### config.mk
export PLATFORM = sky130hd
export DESIGN_NAME = signal_narrow
export DESIGN_NICKNAME = d
export VERILOG_FILES = /design/src/rtl/signal_narrow_pkg.sv /design/src/rtl/signal_narrow_conv.sv /design/src/rtl/signal_narrow.sv
export SDC_FILE = /design/constraint.sdc
export NUM_CORES = 1
export LEC_CHECK = 0
export CELL_PAD_IN_SITES_DETAIL_PLACEMENT = 0
export CELL_PAD_IN_SITES_GLOBAL_PLACEMENT = 1
export CORE_MARGIN = 10
export CORE_UTILIZATION = 35
export DETAILED_ROUTE_END_ITERATION = 10
export GPL_ROUTABILITY_DRIVEN = 0
export PLACE_DENSITY = 0.81
export SYNTH_ARGS = -nofsm -noshare
export SYNTH_HDL_FRONTEND = slang
export SYNTH_HIERARCHICAL = 1
export SYNTH_SLANG_ARGS = --single-unit
### constraint.sdc
create_clock -name i_clock -period 1.87 [get_ports i_clock]
set_input_delay 0.374 -clock i_clock [delete_from_list [all_inputs] [get_ports i_clock]]
set_output_delay 0.374 -clock i_clock [all_outputs]
set_load 0.05 [all_outputs]
### src/rtl/signal_narrow_pkg.sv
// Shared types and constants for the 16-to-11-bit signed narrowing stream block.
// Holds the FSM state type, the default widths and the signed saturation limits.
package signal_narrow_pkg;

  typedef enum logic [1:0] {
    EMPTY = 2'd0,
    BUSY  = 2'd1,
    FULL  = 2'd2
  } state_t;

  localparam int DEF_IN_WIDTH  = 16;
  localparam int DEF_OUT_WIDTH = 11;

  // Largest positive value representable in 'width' signed bits.
  function automatic logic [31:0] sat_max(input int width);
    return (32'd1 << (width - 1)) - 32'd1;
  endfunction

  // Most negative value in 'width' signed bits, as its raw two's-complement pattern.
  function automatic logic [31:0] sat_min(input int width);
    return 32'd1 << (width - 1);
  endfunction

endpackage

### src/rtl/signal_narrow_conv.sv
// Combinational range check and narrowing of one signed word.
// SIGNAL_NARROW_SATURATE_EN selects saturation of out-of-range words; otherwise they wrap.
module signal_narrow_conv
  import signal_narrow_pkg::*;
#(
  parameter int IN_WIDTH  = DEF_IN_WIDTH,
  parameter int OUT_WIDTH = DEF_OUT_WIDTH
) (
  input  logic [IN_WIDTH-1:0]  data,
  output logic [OUT_WIDTH-1:0] narrow,
  output logic                 overflow
);

  // The word fits when every bit from the top down to the new sign bit is a sign copy.
  logic [IN_WIDTH-OUT_WIDTH:0] upper;
  assign upper    = data[IN_WIDTH-1:OUT_WIDTH-1];
  assign overflow = !((&upper) || !(|upper));

`ifdef SIGNAL_NARROW_SATURATE_EN
  localparam logic [OUT_WIDTH-1:0] SAT_HI = OUT_WIDTH'(sat_max(OUT_WIDTH));
  localparam logic [OUT_WIDTH-1:0] SAT_LO = OUT_WIDTH'(sat_min(OUT_WIDTH));

  assign narrow = !overflow          ? data[OUT_WIDTH-1:0] :
                  data[IN_WIDTH-1]   ? SAT_LO : SAT_HI;
`else
  assign narrow = data[OUT_WIDTH-1:0];
`endif

endmodule

### src/rtl/signal_narrow.sv
// Valid/ready stream narrowing signed words with a 2-entry skid buffer and overflow counter.
// Optional build macro: SIGNAL_NARROW_SATURATE_EN (saturate instead of wrap on overflow).
module signal_narrow
  import signal_narrow_pkg::*;
#(
  parameter int IN_WIDTH  = DEF_IN_WIDTH,
  parameter int OUT_WIDTH = DEF_OUT_WIDTH,
  parameter int CNT_WIDTH = 8
) (
  input  logic                 i_clock,
  input  logic                 i_reset_n,
  input  logic                 i_valid,
  output logic                 o_ready,
  input  logic [IN_WIDTH-1:0]  i_signal,
  output logic                 o_valid,
  input  logic                 i_ready,
  output logic [OUT_WIDTH-1:0] o_signal,
  output logic                 o_overflow,
  output logic [CNT_WIDTH-1:0] o_ovf_count,
  input  logic                 i_clear_count
);

  localparam logic [CNT_WIDTH-1:0] CNT_MAX = '1;

  state_t               state, state_next;
  logic [OUT_WIDTH-1:0] conv_word, out_word, skid_word;
  logic                 conv_ovf, out_ovf, skid_ovf;
  logic [CNT_WIDTH-1:0] ovf_count;
  logic                 in_xfer, out_xfer;
  logic                 load_out, load_skid, from_skid;

  signal_narrow_conv #(
    .IN_WIDTH (IN_WIDTH),
    .OUT_WIDTH(OUT_WIDTH)
  ) u_conv (
    .data    (i_signal),
    .narrow  (conv_word),
    .overflow(conv_ovf)
  );

  // Both handshake outputs decode the state register only, so i_ready never reaches o_ready.
  assign o_valid  = (state != EMPTY);
  assign o_ready  = (state != FULL);
  assign in_xfer  = i_valid && o_ready;
  assign out_xfer = o_valid && i_ready;

  // NOTE: every output of this block gets a default first so no path infers a latch.
  always_comb begin
    state_next = state;
    load_out   = 1'b0;
    load_skid  = 1'b0;
    from_skid  = 1'b0;
    case (state)
      EMPTY: if (in_xfer) begin
        state_next = BUSY;
        load_out   = 1'b1;
      end
      BUSY: begin
        if (in_xfer && out_xfer) begin
          load_out = 1'b1;
        end else if (in_xfer) begin
          state_next = FULL;
          load_skid  = 1'b1;
        end else if (out_xfer) begin
          state_next = EMPTY;
        end
      end
      FULL: if (out_xfer) begin
        state_next = BUSY;
        from_skid  = 1'b1;
      end
      default: state_next = EMPTY;
    endcase
  end

  // NOTE: state and data registers use non-blocking assignments so every flop samples pre-edge values.
  always_ff @(posedge i_clock or negedge i_reset_n) begin
    if (!i_reset_n) state <= EMPTY;
    else            state <= state_next;
  end

  // NOTE: the skid entry is reset too, so a discarded word can never reappear after reset.
  always_ff @(posedge i_clock or negedge i_reset_n) begin
    if (!i_reset_n) begin
      out_word  <= '0;
      out_ovf   <= 1'b0;
      skid_word <= '0;
      skid_ovf  <= 1'b0;
    end else begin
      if (from_skid) begin
        out_word <= skid_word;
        out_ovf  <= skid_ovf;
      end else if (load_out) begin
        out_word <= conv_word;
        out_ovf  <= conv_ovf;
      end
      if (load_skid) begin
        skid_word <= conv_word;
        skid_ovf  <= conv_ovf;
      end
    end
  end

  // Clear wins over a same-cycle increment; the count sticks at its maximum.
  always_ff @(posedge i_clock or negedge i_reset_n) begin
    if (!i_reset_n) begin
      ovf_count <= '0;
    end else if (i_clear_count) begin
      ovf_count <= '0;
    end else if (out_xfer && out_ovf && (ovf_count != CNT_MAX)) begin
      ovf_count <= ovf_count + 1'b1;
    end
  end

  assign o_signal    = out_word;
  assign o_overflow  = out_ovf;
  assign o_ovf_count = ovf_count;

endmodule
==> flow_summary.toml <==
[floorplanning]
start_util = 0.3678
die_area_mm2 = 0.008266
die_h_um = 90.92
rows = 25
core_mm2 = 0.004786
die_x_um = 90.92
pin_count = 43

[timing]
post-route-min-period_ns = 1.799
setup_viol = 0
tightest_slew_ns = 0.7688
fmax_mhz = 556.0
drv_slew = 0
setup_tns_ns = 0
hold_violations = 0
slew_headroom = 0.4875
fin_ws_ns = 0.07140
period_share = 0.9618
finClkSkew_ns = 0.001748
rsz0062_at_grt = "false"

[worst_setup_path]
crit_path_start = "i_ready"
required_ns = 2.02
r2r-start = "o_ovf_count[0]"
worstPathMaxFanout = 7
worstSetupPathType = "in -> reg"
cp_slowest_cell = "clkdlybuf4s50_1"
path_buf_inv = 2
worst_path_dominant_cell_family = "buffers and inverters"
cp-end-kind = "flop"
path_cells = "clkdlybuf4s50_1 -> buf_4 -> o211a_4 -> o21ai_2 -> o311ai_1 -> o41ai_1"
slowest_delay_ns = 0.72
start_kind = "primary input"
critPathArrivalTime_ns = 1.95

[pwr]
seqPwrFrac = 0.425
powerDensity_mw_per_mm2 = 1056
clockPowerShare = 0.232
switching_share = 0.3622
p_int_mw = 1.524
combPwrFrac = 0.342
power.switching_mw = 0.8653
leakage_nw = 1.027
vdd_drop_max_mv = 0.4412

[routing]
drt_wl_total_mm = 4.087
vias_per_cell = 4.806
drtAntennaViolNets = 0
drcViolationCount = 0
drt_pass1_iterations = 3
routedWlPerCell_um = 15.84
vias = 1240
drt_iter0_markers = 21

[final_layout]
final_area_mm2 = 0.002263
final_cell_mix = "34 x dfrtp_1, 29 x buf_4, 19 x nor2_1, 19 x clkdlybuf4s50_1, 13 x mux2i_1"
mostFrequentLayoutCell = "dfrtp_1"
drive_above_1_share = 0.3665
n_antenna_cell = 0
area_growth_pct = 28.57
nets = 212
fin_cells = 258

[placed_design]
io_buffers = 42
post-dp-hpwl_mm = 3.009
placed_area_mm2 = 0.002141
dp_slack_ns = -0.2296
placedCellCount = 249

[synth]
yosys.cell_types.count = 37
ys_warn_count = 6
synth_ff_type = "dfrtp_1"
synth-edff-count = 0
synth_area_mm2 = 0.001760
synth_nets = 171
ys_ff_latch = 34
synthesis.instances = 149
yosysSeqAreaShare = 0.4833
syn_avg_cell_area_um2 = 11.82
async_flop_share = 1.000

[clock_network]
clk_pin_slew_ns = 0.07
cts_tree = "done"
clockBufferDepth = 2
h-tree-depth = 2
post_cts.repair.setup_buffers = 0
worstSkewPairLatency_ns = 0.28
root_buffer = "clkbuf_8"
numCtsBuffers = 5
clock_sinks = 34

[grt]
grt_start_max_net_pins = 35
antenna_found_initial = 0
grt_overflow = 0
grt_first_pass_wirelength_mm = 6.561
first_global_vias = 1403
grtUsageTotal = 0.09617

[run]
max_cap_viol_count = 0

[hold_path]
worstHoldPathType = "in -> async"

[run_status]
outcome = "finished, final reports clean"
## final timing paths
check,to,slack (ns),cells past startpoint
worst min-delay path,skid_word[6],0.17,1
worst max-delay path,o_ovf_count[6],0.07,6
worst max register to register,o_ovf_count[1],0.28,6
min in group i_clock,skid_word[9],0.51,1
worst min register to register,skid_word[9],0.51,1
max in group asynchronous,skid_word[10],1.22,1
## metrics by stage
stage                     hold slack, ns  utilization  power, mW
after detailed placement          0.4946       0.4473      1.840
after global routing              0.2246       0.4729      2.525
after global placement            0.4734       0.4473      1.803
final                             0.1700       0.4729      2.389
after CTS                         0.1898       0.4664      2.401
after floorplan                  0.07841            -      1.585
## power by group through the flow
stage | Combinational, mW | Clock, mW | Sequential, mW
after detailed placement | 0.813 | 0 | 1.03
after global placement | 0.791 | 0 | 1.01
after floorplan | 0.339 | 0 | 1.25
after global routing | 0.881 | 0.608 | 1.04
after CTS | 0.814 | 0.575 | 1.01
final | 0.818 | 0.555 | 1.02
## metal layers
layer / vias to the layer above / part of all wire / GRT usage
li1: 597 / - / -
met4: 0 / 0.0071 / 0.02742
met5: - / 0 / 0
met2: 29 / 0.54 / 0.1706
met3: 4 / 0.054 / 0.04156
met1: 610 / 0.40 / 0.1009
## synthesized netlist by cell type, types with 2 or more instances
master    instances  area share
a21oi_1           5       0.014
a21oi_2           9       0.045
and3_1            2      0.0071
buf_4            11       0.047
buf_6             4       0.026
dfrtp_1          34        0.48
mux2_2           12       0.077
mux2i_1          14       0.080
nand2_1           4      0.0085
nand4_1           2      0.0071
nor2_1           19       0.041
o211ai_1          2      0.0085
o21a_1            2      0.0085
or2_2             2      0.0071
xor2_1            5       0.025
## repair_timing
action | 4_1_cts | 5_1_grt
hold buffers | 0 | 0
setup endpoints to repair | 0 | 12
gates resized for setup | 0 | 2
## registers in the layout, indices dropped and copies added (netlist names)
name	flops
state	2
o_signal	11
o_overflow	1
skid_ovf	1
o_ovf_count	8
skid_word	11
## cell families after synthesis
group	after synthesis	synth area share
and+or+nand+nor	38	0.1116
DFF	34	0.4833
AOI/OAI and AO/OA	27	0.1372
muxes	26	0.1564
buffers and inverters	18	0.07959
xor gates and xnor gates	5	0.02487
adders and majority gates	1	0.007106
## layout make-up
class / count / area (um^2)
Clock buffer: 7 / 86.33
Clock inverter: 1 / 5.005
Fill cell: 465 / 2522
Inverter: 1 / 3.754
Multi-Input combinational cell: 98 / 800.8
Sequential cell: 34 / 850.8
Tap cell: 67 / 83.83
Timing Repair Buffer: 50 / 432.9
Note: power is estimated with default switching activity, not from simulation.
